--- src/rtl/psram_ctrl.sv ---
// Single-word HyperBus controller for the GW1NR-9C embedded PSRAM.
// One DQ byte per clk; psram_ck runs at clk/2 while CS# is low.
module psram_ctrl #(
  parameter int INIT_CYCLES = 12150,
  parameter int LATENCY     = 3,
  parameter int RD_DELAY    = 2,
  parameter int RECOVERY    = 4
) (
  input  logic        clk,
  input  logic        reset,
  output logic        init_done,
  input  logic        req_valid,
  output logic        req_ready,
  input  logic        req_write,
  input  logic [21:0] req_addr,
  input  logic [15:0] req_wdata,
  input  logic [1:0]  req_be,
  output logic        rd_valid,
  output logic [15:0] rd_data,
  output logic        psram_cs_n,
  output logic        psram_ck,
  output logic [7:0]  dq_out,
  output logic        dq_oe,
  input  logic [7:0]  dq_in,
  output logic        rwds_out,
  output logic        rwds_oe
);

  localparam int LAT_CYCLES = 4 * LATENCY + 8;

  localparam logic [15:0] INIT_LAST = 16'(INIT_CYCLES - 1);
  localparam logic [15:0] LAT_LAST  = 16'(LAT_CYCLES - 1);
  localparam logic [15:0] RDW_LAST  = 16'(RD_DELAY - 1);
  localparam logic [15:0] REC_LAST  = 16'(RECOVERY - 1);
  localparam logic [15:0] CMD_LAST  = 16'd5;

  typedef enum logic [2:0] {
    S_INIT,
    S_IDLE,
    S_CMD,
    S_LAT,
    S_WR,
    S_RDW,
    S_RD,
    S_REC
  } state_t;

  state_t      state;
  logic [15:0] cnt;
  logic [47:0] ca_sh;
  logic        wr_q;
  logic [15:0] wdata_q;
  logic [1:0]  be_q;
  logic [7:0]  rd_hi;
  logic [47:0] ca_req;

  assign ca_req = {~req_write, 1'b0, 1'b1, 10'b0, req_addr[21:3],
                   13'b0, req_addr[2:0]};

  always_ff @(posedge clk) begin
    if (reset) begin
      state      <= S_INIT;
      cnt        <= '0;
      ca_sh      <= '0;
      wr_q       <= 1'b0;
      wdata_q    <= '0;
      be_q       <= '0;
      rd_hi      <= '0;
      init_done  <= 1'b0;
      req_ready  <= 1'b0;
      rd_valid   <= 1'b0;
      rd_data    <= '0;
      psram_cs_n <= 1'b1;
      psram_ck   <= 1'b0;
      dq_out     <= '0;
      dq_oe      <= 1'b0;
      rwds_out   <= 1'b0;
      rwds_oe    <= 1'b0;
    end else begin
      rd_valid <= 1'b0;
      unique case (state)
        S_INIT: begin
          if (cnt == INIT_LAST) begin
            state     <= S_IDLE;
            cnt       <= '0;
            init_done <= 1'b1;
            req_ready <= 1'b1;
          end else begin
            cnt <= cnt + 16'd1;
          end
        end
        S_IDLE: begin
          if (req_valid) begin
            state      <= S_CMD;
            cnt        <= '0;
            req_ready  <= 1'b0;
            wr_q       <= req_write;
            wdata_q    <= req_wdata;
            be_q       <= req_be;
            ca_sh      <= {ca_req[39:0], 8'h00};
            psram_cs_n <= 1'b0;
            psram_ck   <= 1'b1;
            dq_oe      <= 1'b1;
            dq_out     <= ca_req[47:40];
          end
        end
        S_CMD: begin
          psram_ck <= ~psram_ck;
          if (cnt == CMD_LAST) begin
            state  <= S_LAT;
            cnt    <= '0;
            dq_oe  <= 1'b0;
            dq_out <= '0;
          end else begin
            cnt    <= cnt + 16'd1;
            dq_out <= ca_sh[47:40];
            ca_sh  <= {ca_sh[39:0], 8'h00};
          end
        end
        S_LAT: begin
          psram_ck <= ~psram_ck;
          if (cnt == LAT_LAST) begin
            cnt <= '0;
            if (wr_q) begin
              state    <= S_WR;
              dq_oe    <= 1'b1;
              rwds_oe  <= 1'b1;
              dq_out   <= wdata_q[15:8];
              rwds_out <= ~be_q[1];
            end else begin
              state <= S_RDW;
            end
          end else begin
            cnt <= cnt + 16'd1;
          end
        end
        S_WR: begin
          if (cnt == 16'd1) begin
            state      <= S_REC;
            cnt        <= '0;
            psram_cs_n <= 1'b1;
            psram_ck   <= 1'b0;
            dq_oe      <= 1'b0;
            rwds_oe    <= 1'b0;
            dq_out     <= '0;
            rwds_out   <= 1'b0;
          end else begin
            cnt      <= cnt + 16'd1;
            psram_ck <= ~psram_ck;
            dq_out   <= wdata_q[7:0];
            rwds_out <= ~be_q[0];
          end
        end
        S_RDW: begin
          psram_ck <= ~psram_ck;
          if (cnt == RDW_LAST) begin
            state <= S_RD;
            cnt   <= '0;
          end else begin
            cnt <= cnt + 16'd1;
          end
        end
        S_RD: begin
          if (cnt == 16'd0) begin
            rd_hi    <= dq_in;
            cnt      <= 16'd1;
            psram_ck <= ~psram_ck;
          end else begin
            // rd_data only changes once the full word is in hand
            rd_data    <= {rd_hi, dq_in};
            rd_valid   <= 1'b1;
            state      <= S_REC;
            cnt        <= '0;
            psram_cs_n <= 1'b1;
            psram_ck   <= 1'b0;
          end
        end
        S_REC: begin
          if (cnt == REC_LAST) begin
            state     <= S_IDLE;
            cnt       <= '0;
            req_ready <= 1'b1;
          end else begin
            cnt <= cnt + 16'd1;
          end
        end
        default: begin
          state <= S_INIT;
          cnt   <= '0;
        end
      endcase
    end
  end

endmodule

--- config.mk ---
export PLATFORM = sky130hd
export DESIGN_NAME = psram_ctrl
export DESIGN_NICKNAME = d
export VERILOG_FILES = /design/src/rtl/psram_ctrl.sv
export SDC_FILE = /design/constraint.sdc
export NUM_CORES = 1
export LEC_CHECK = 0
export ABC_CLOCK_PERIOD_IN_PS = 1900
export CORE_ASPECT_RATIO = 0.9
export CORE_MARGIN = 2
export CORE_UTILIZATION = 40
export CTS_BUF_LIST = sky130_fd_sc_hd__clkbuf_2 sky130_fd_sc_hd__clkbuf_4 sky130_fd_sc_hd__clkbuf_8
export DETAILED_ROUTE_END_ITERATION = 8
export PLACE_DENSITY_LB_ADDON = 0.1
export RECOVER_POWER = 100
export SLEW_MARGIN = 20
export SYNTH_ARGS = -nofsm -noshare
export SYNTH_HDL_FRONTEND = slang
export SYNTH_SLANG_ARGS = --single-unit
export TNS_END_PERCENT = 10
--- constraint.sdc ---
create_clock -name clk -period 1.9 [get_ports clk]
set_input_delay 0.475 -clock clk [delete_from_list [all_inputs] [get_ports clk]]
set_output_delay 0.475 -clock clk [all_outputs]
set_load 0.01 [all_outputs]
==> qor.csv, run 1 <==
metric,value,unit
synth warn,0,
Final ANT Viol Nets,0,
Finished Layout Cells,894,
"Design Area, Final",6640,um2
First DRT Iteration DRCs,295,
worst path arrival time,2.39,ns
Final WS setup,-0.162,ns
fin crit share,1.09,
area delta synth->final,36.9,%
clock-pin slew on the worst setup and hold paths,0.10,ns
"most common cell after layout, fill and taps aside",nand2_1,
Pre-Repair DR Iteration Count,7,
Die Area,13000,um2
synthesized cell area,4850,um2
max-slew violations,0,
Placed Area,6210,um2
CTS tree,done,
Post-synth EDFFs,0,
RePlAce Congestion,0.840,
post-layout min period,2.06,ns
final hold violation count,0,
Worst setup SP type,flip-flop,
GRT overflow,0,
gr usage total,0.202,
H-tree depth,3,
final setup fails,47,
Power Internal,4.17,mW
placed insts,871,
"commonest cells after routing, fill and taps aside","147 x nand2_1, 102 x dfxtp_1, 67 x a21oi_1",
Syn Nets,659,
Clk pwr share,0.264,
Starting Density,0.406,
first-pass GRT wire length,21100,um
largest net degree at the start of global routing,37,
CTS Sinks,108,
Reg power frac,0.432,
IO Count,84,
Longest Clk Path Bufs,2,
n_diodes,0,
failing checks,negative setup slack,
"flops & latches, synth",108,
drt drc,0,
dominant synthesized flop cell,dfxtp_1,
Least-Margin Pin Slew,0.393,ns
fin nets,784,
vias,4652,
Die H,108,um
Worst Setup Path Type,flip-flop to flip-flop,
worst ir drop on vdd,0.580,mV
drt total wl,13500,um
vias per std cell,5.20,
IO Port Bufs,83,
outcome,finished with violations,
post-synthesis cell type count,62,
proportion of layout cells with a drive suffix above 1,0.188,
Syn Area/Cell,8.03,um2
CTS Buf Count,9,
Total Power,6.12,mW
die width,120,um
vias in the first global route,4361,
Relative slew margins,0.731,
initial antenna violation count,0,
HP Class,flip-flop to flip-flop,
Core Region,11900,um2
FMAX,485,MHz
Net Sw Frac,0.319,
Logic pwr share,0.304,
# rows,38,
CTS root buf,clkbuf_8,
Worst-Skew Late Latency,0.39,ns
leakage,2.35,nW
Syn Inst Count,604,
Max Clock Skew,0.0121,ns
required time worst endpoint,2.23,ns
crit-path max FO,6,
MaxCap Viol Count,0,
power density over the cells,923,nW/um2
async set-or-reset flop fraction in the synthesized netlist,0,
register area share after synthesis,0.446,
RSZ-0062 raised after global routing,yes,
Setup crit end kind,flip-flop,
HPWL after DPL,9130,um
P_sw,1.95,mW
WL per Instance,15.1,um
[power by group through the flow]
| stage | combinational, mW | clock (mW) | sequential [mW] |
|---|---|---|---|
| floorplan | 1.03 | 0 | 2.66 |
| global placement | 1.69 | 0 | 2.69 |
| detailed placement | 1.72 | 0 | 2.69 |
| CTS | 1.77 | 1.66 | 2.64 |
| global route | 2.04 | 1.74 | 2.68 |
| finish | 1.86 | 1.61 | 2.65 |
[per-stage QoR]
stage / TNS, ns / util / hold WS (ns) / setup slack [ns]
floorplan: -0.765 / - / 0.431 / -0.0691
global route: -9.37 / 0.556 / 0.473 / -0.240
detailed placement: -4.57 / 0.520 / 0.448 / -0.184
global placement: -3.29 / 0.520 / 0.441 / -0.138
finish: -3.80 / 0.556 / 0.458 / -0.162
CTS: -3.31 / 0.543 / 0.446 / -0.118
[final timing paths]
kind,cells after the start,end,from,slack (ns)
max,6,dq_out[3],cnt[3],-0.16
min,2,rd_data[9],rd_data[9],0.46
max reg2reg,6,dq_out[3],cnt[3],-0.16
min reg2reg,2,rd_data[9],rd_data[9],0.46
[critical path, stage by stage, from the launching register on]
cell and delay [ns]:
dfxtp_2 0.34, or4_4 0.55, nor2_4 0.20, nand4_4 0.15, o2bb2ai_4 0.17, or3b_4 0.43, o21ai_1 0.16
[per-layer routing]
metal | vias to the layer above | global-route usage | share of wire
met4 | 0 | 0.0639 | 0.015
met1 | 2150 | 0.277 | 0.49
met2 | 117 | 0.313 | 0.44
met5 | - | 0 | 0
met3 | 16 | 0.0506 | 0.055
li1 | 2369 | - | -
[synth_stat cells, types with 3 or more instances]
cell	number	share of area
a21oi_1	69	0.071
a222oi_1	6	0.012
a311oi_1	14	0.025
a31oi_1	13	0.017
and2_1	3	0.0039
and3_1	3	0.0039
buf_2	10	0.010
buf_6	3	0.0070
clkbuf_1	20	0.015
clkbuf_8	5	0.014
dfxtp_1	108	0.45
ha_1	3	0.0077
inv_1	7	0.0054
mux2i_1	10	0.021
nand2_1	146	0.11
nand3_1	36	0.037
nand4_1	7	0.0090
nor2_1	45	0.035
nor2_4	3	0.0070
nor2b_1	3	0.0039
nor3_1	13	0.013
o21a_1	3	0.0046
o21ai_0	21	0.022
o21ai_1	6	0.0062
[registers in the layout, summed over array words and instances (netlist names)]
signal      count
be_q            2
ca_sh          30
cnt            16
dq_oe           1
dq_out          8
init_done       1
psram_ck        1
psram_cs_n      1
rd_data        16
rd_hi           8
rd_valid        1
req_ready       1
rwds_oe         1
rwds_out        1
state           3
wdata_q        16
wr_q            1
[final cells by class]
cell class,count,area [um2]
Sequential cell,108,2170
Timing Repair Buffer,156,1450
Multi-Input combinational cell,447,2560
Fill cell,1101,5300
Clock buffer,13,160
Clock inverter,3,68.8
Inverter,7,26.3
Tap cell,160,200
[kinds of logic (layout without fill, tap and decap cells)]
logic type / after synthesis / in the layout / synth area share
AOI/OAI and AO/OA: 149 / 149 / 0.191
and+or+nand+nor: 281 / 281 / 0.269
xor gates and xnor gates: 3 / 3 / 0.00542
DFF: 108 / 108 / 0.446
muxes: 11 / 11 / 0.0230
buffers and inverters: 49 / 179 / 0.0578
adders and majority gates: 3 / 3 / 0.00774
[repair_timing]
action                     in CTS  in global routing
hold endpoints to repair        0                  0
cloned                          0                  1
gates resized for setup         6                 38
hold buffers                    0                  0
setup endpoints to repair      61                 82
buffers inserted                3                  3
pin swaps                      12                 28
No activity file was read; power rests on OpenSTA's default activity.
==> run 2, diff against run 1 <==
--- a/config.mk
+++ b/config.mk
@@ -9,7 +9,7 @@
 export CORE_ASPECT_RATIO = 0.9
 export CORE_MARGIN = 2
 export CORE_UTILIZATION = 40
-export CTS_BUF_LIST = sky130_fd_sc_hd__clkbuf_2 sky130_fd_sc_hd__clkbuf_4 sky130_fd_sc_hd__clkbuf_8
+export CTS_BUF_LIST = sky130_fd_sc_hd__clkbuf_8
 export DETAILED_ROUTE_END_ITERATION = 8
 export PLACE_DENSITY_LB_ADDON = 0.1
 export RECOVER_POWER = 100
@@ -17,4 +17,3 @@
 export SYNTH_ARGS = -nofsm -noshare
 export SYNTH_HDL_FRONTEND = slang
 export SYNTH_SLANG_ARGS = --single-unit
-export TNS_END_PERCENT = 10
==> qor.csv, run 2 (same netlist as run 1, synthesis figures left out) <==
metric,value,unit,change
outcome,finished with violations,,unchanged
failing checks,negative setup slack,,unchanged
required time worst endpoint,2.16,ns,was 2.23 ns
HPWL after DPL,9370,um,was 9130 um
WL per Instance,15.3,um,was 15.1 um
Die Area,13000,um2,unchanged
final hold violation count,0,,unchanged
"most common cell after layout, fill and taps aside",nand2_1,,unchanged
met3 wire len,679,um,was 743 um
clock-pin slew on the worst setup and hold paths,0.11,ns,was 0.10 ns
DR top layer,met4,,unchanged
GRT overflow,0,,unchanged
vias,4801,,"was 4,652"
Longest Clk Path Bufs,2,,unchanged
vias in the first global route,4373,,"was 4,361"
power density over the cells,918,nW/um2,was 923 nW/um2
fin nets,799,,was 784
post-layout min period,2.14,ns,was 2.06 ns
Total Power,6.48,mW,was 6.12 mW
Pre-Repair DR Iteration Count,7,,unchanged
die width,120,um,unchanged
"commonest cells after routing, fill and taps aside","146 x nand2_1, 103 x dfxtp_1, 74 x clkdlybuf4s50_1",,"was 147 x nand2_1, 102 x dfxtp_1, 67 x a21oi_1"
crit-path max FO,4,,was 6
HP Class,flip-flop to flip-flop,,unchanged
H-tree depth,3,,unchanged
largest net degree at the start of global routing,43,,was 37
FMAX,467,MHz,was 485 MHz
# rows,38,,unchanged
Least-Margin Pin Slew,0.500,ns,was 0.393 ns
Worst Setup Path Type,flip-flop to flip-flop,,unchanged
initial antenna violation count,0,,unchanged
Max Clock Skew,0.0130,ns,was 0.0121 ns
CTS root buf,clkbuf_8,,unchanged
leakage,2.45,nW,was 2.35 nW
worst ir drop on vdd,0.530,mV,was 0.580 mV
Worst-Skew Late Latency,0.37,ns,was 0.39 ns
drt drc,0,,unchanged
MaxCap Viol Count,0,,unchanged
IO Port Bufs,83,,unchanged
CTS tree,done,,unchanged
Final WS setup,-0.242,ns,was -0.162 ns
RePlAce Congestion,0.802,,was 0.840
wire length on met1,6910,um,was 6590 um
pre-CTS setup slack,-0.186,ns,was -0.184 ns
fin crit share,1.13,,was 1.09
Final ANT Viol Nets,0,,unchanged
Core Region,11900,um2,unchanged
proportion of layout cells with a drive suffix above 1,0.247,,was 0.188
max-slew violations,0,,unchanged
vias per std cell,5.28,,was 5.20
final setup fails,78,,was 47
Starting Density,0.406,,unchanged
worst path arrival time,2.41,ns,was 2.39 ns
Top reg by flops,ca_sh,,unchanged
RSZ-0062 raised after global routing,yes,,unchanged
hold_buf cts,0,,unchanged
n_diodes,0,,unchanged
IO Count,84,,unchanged
CTS Buf Count,9,,unchanged
first-pass GRT wire length,21500,um,"was 21,100 um"
placed insts,878,,was 871
Relative slew margins,0.658,,was 0.731
drt total wl,13900,um,"was 13,500 um"
gr usage total,0.204,,was 0.202
Largest register FFs,30,,unchanged
area delta synth->final,45.6,%,was 36.9%
Setup crit end kind,flip-flop,,unchanged
First DRT Iteration DRCs,446,,was 295
met2 routed WL,6250,um,was 6000 um
CTS Sinks,108,,unchanged
Worst setup SP type,flip-flop,,unchanged
Die H,108,um,unchanged
Finished Layout Cells,909,,was 894
[run 2: changes by cell type in the layout (fill, tap and decap cells not counted), moves of 3 or more]
cell             previous run  this run
a311oi_1                   14         5
buf_6                       5        17
nand3_1                    29        19
nand3_2                     7        17
a311oi_2                    0         9
nor2_2                      1         7
clkbuf_16                   1         4
dlygate4sd3_1              15         7
clkbuf_4                    3         0
clkdlybuf4s50_1            65        74
nor2_1                     41        33
[run 2: what timing repair did]
item,in CTS,in global routing
cloned,1,7
pin swaps,17,15
buffers inserted,6,3
endpoints found under the setup margin,67,94
resized for setup,28,51
[run 2: per-layer routing]
layer  global-route usage  vias to the layer above
li1                     -                     2398
met1                0.290                     2300
met2                0.312                       96
met3               0.0517                        7
met4               0.0437                        0
met5                    0                        -
[run 2: per-stage QoR]
step / hold slack, ns / util / setup TNS, ns / instance area (um2)
after floorplan: 0.431 / - / -0.540 / 4910
after global placement: 0.441 / 0.527 / -3.15 / 6290
after detailed placement: 0.448 / 0.527 / -4.86 / 6290
after CTS: 0.464 / 0.560 / -4.86 / 6690
after global routing: 0.480 / 0.591 / -14.54 / 7060
final: 0.456 / 0.591 / -7.98 / 7060
[run 2: final cells by class]
type,instances,area (um2)
clock inverters,6,71.3
fillers,1121,4880
flip-flops and latches,108,2170
clock buffers,10,138
repair buffers,171,1710
multi-input cells,447,2750
inverters,7,26.3
well taps,160,200
[run 2: path summary, 6_finish.rpt]
| path | from | end | slack, ns | cells after the start |
|---|---|---|---|---|
| min reg2reg | rd_data[10] | rd_data[10] | 0.46 | 2 |
| min | rd_data[10] | rd_data[10] | 0.46 | 2 |
| max | cnt[15] | state[1] | -0.24 | 7 |
| max reg2reg | cnt[15] | state[1] | -0.24 | 7 |
[run 2: where the power goes]
| group | internal, mW | switching, mW |
|---|---|---|
| Clock | 0.661 | 0.821 |
| Combinational | 1.15 | 1.17 |
| Sequential | 2.49 | 0.186 |
[run 2: worst max-delay path, stage by stage (launching register included)]
cell and delay (ns):
dfxtp_2 0.35, or4_4 0.54, nor2_4 0.22, nand4_4 0.16
a21oi_4 0.21, and4b_4 0.30, mux2i_1 0.19, nor2_1 0.05
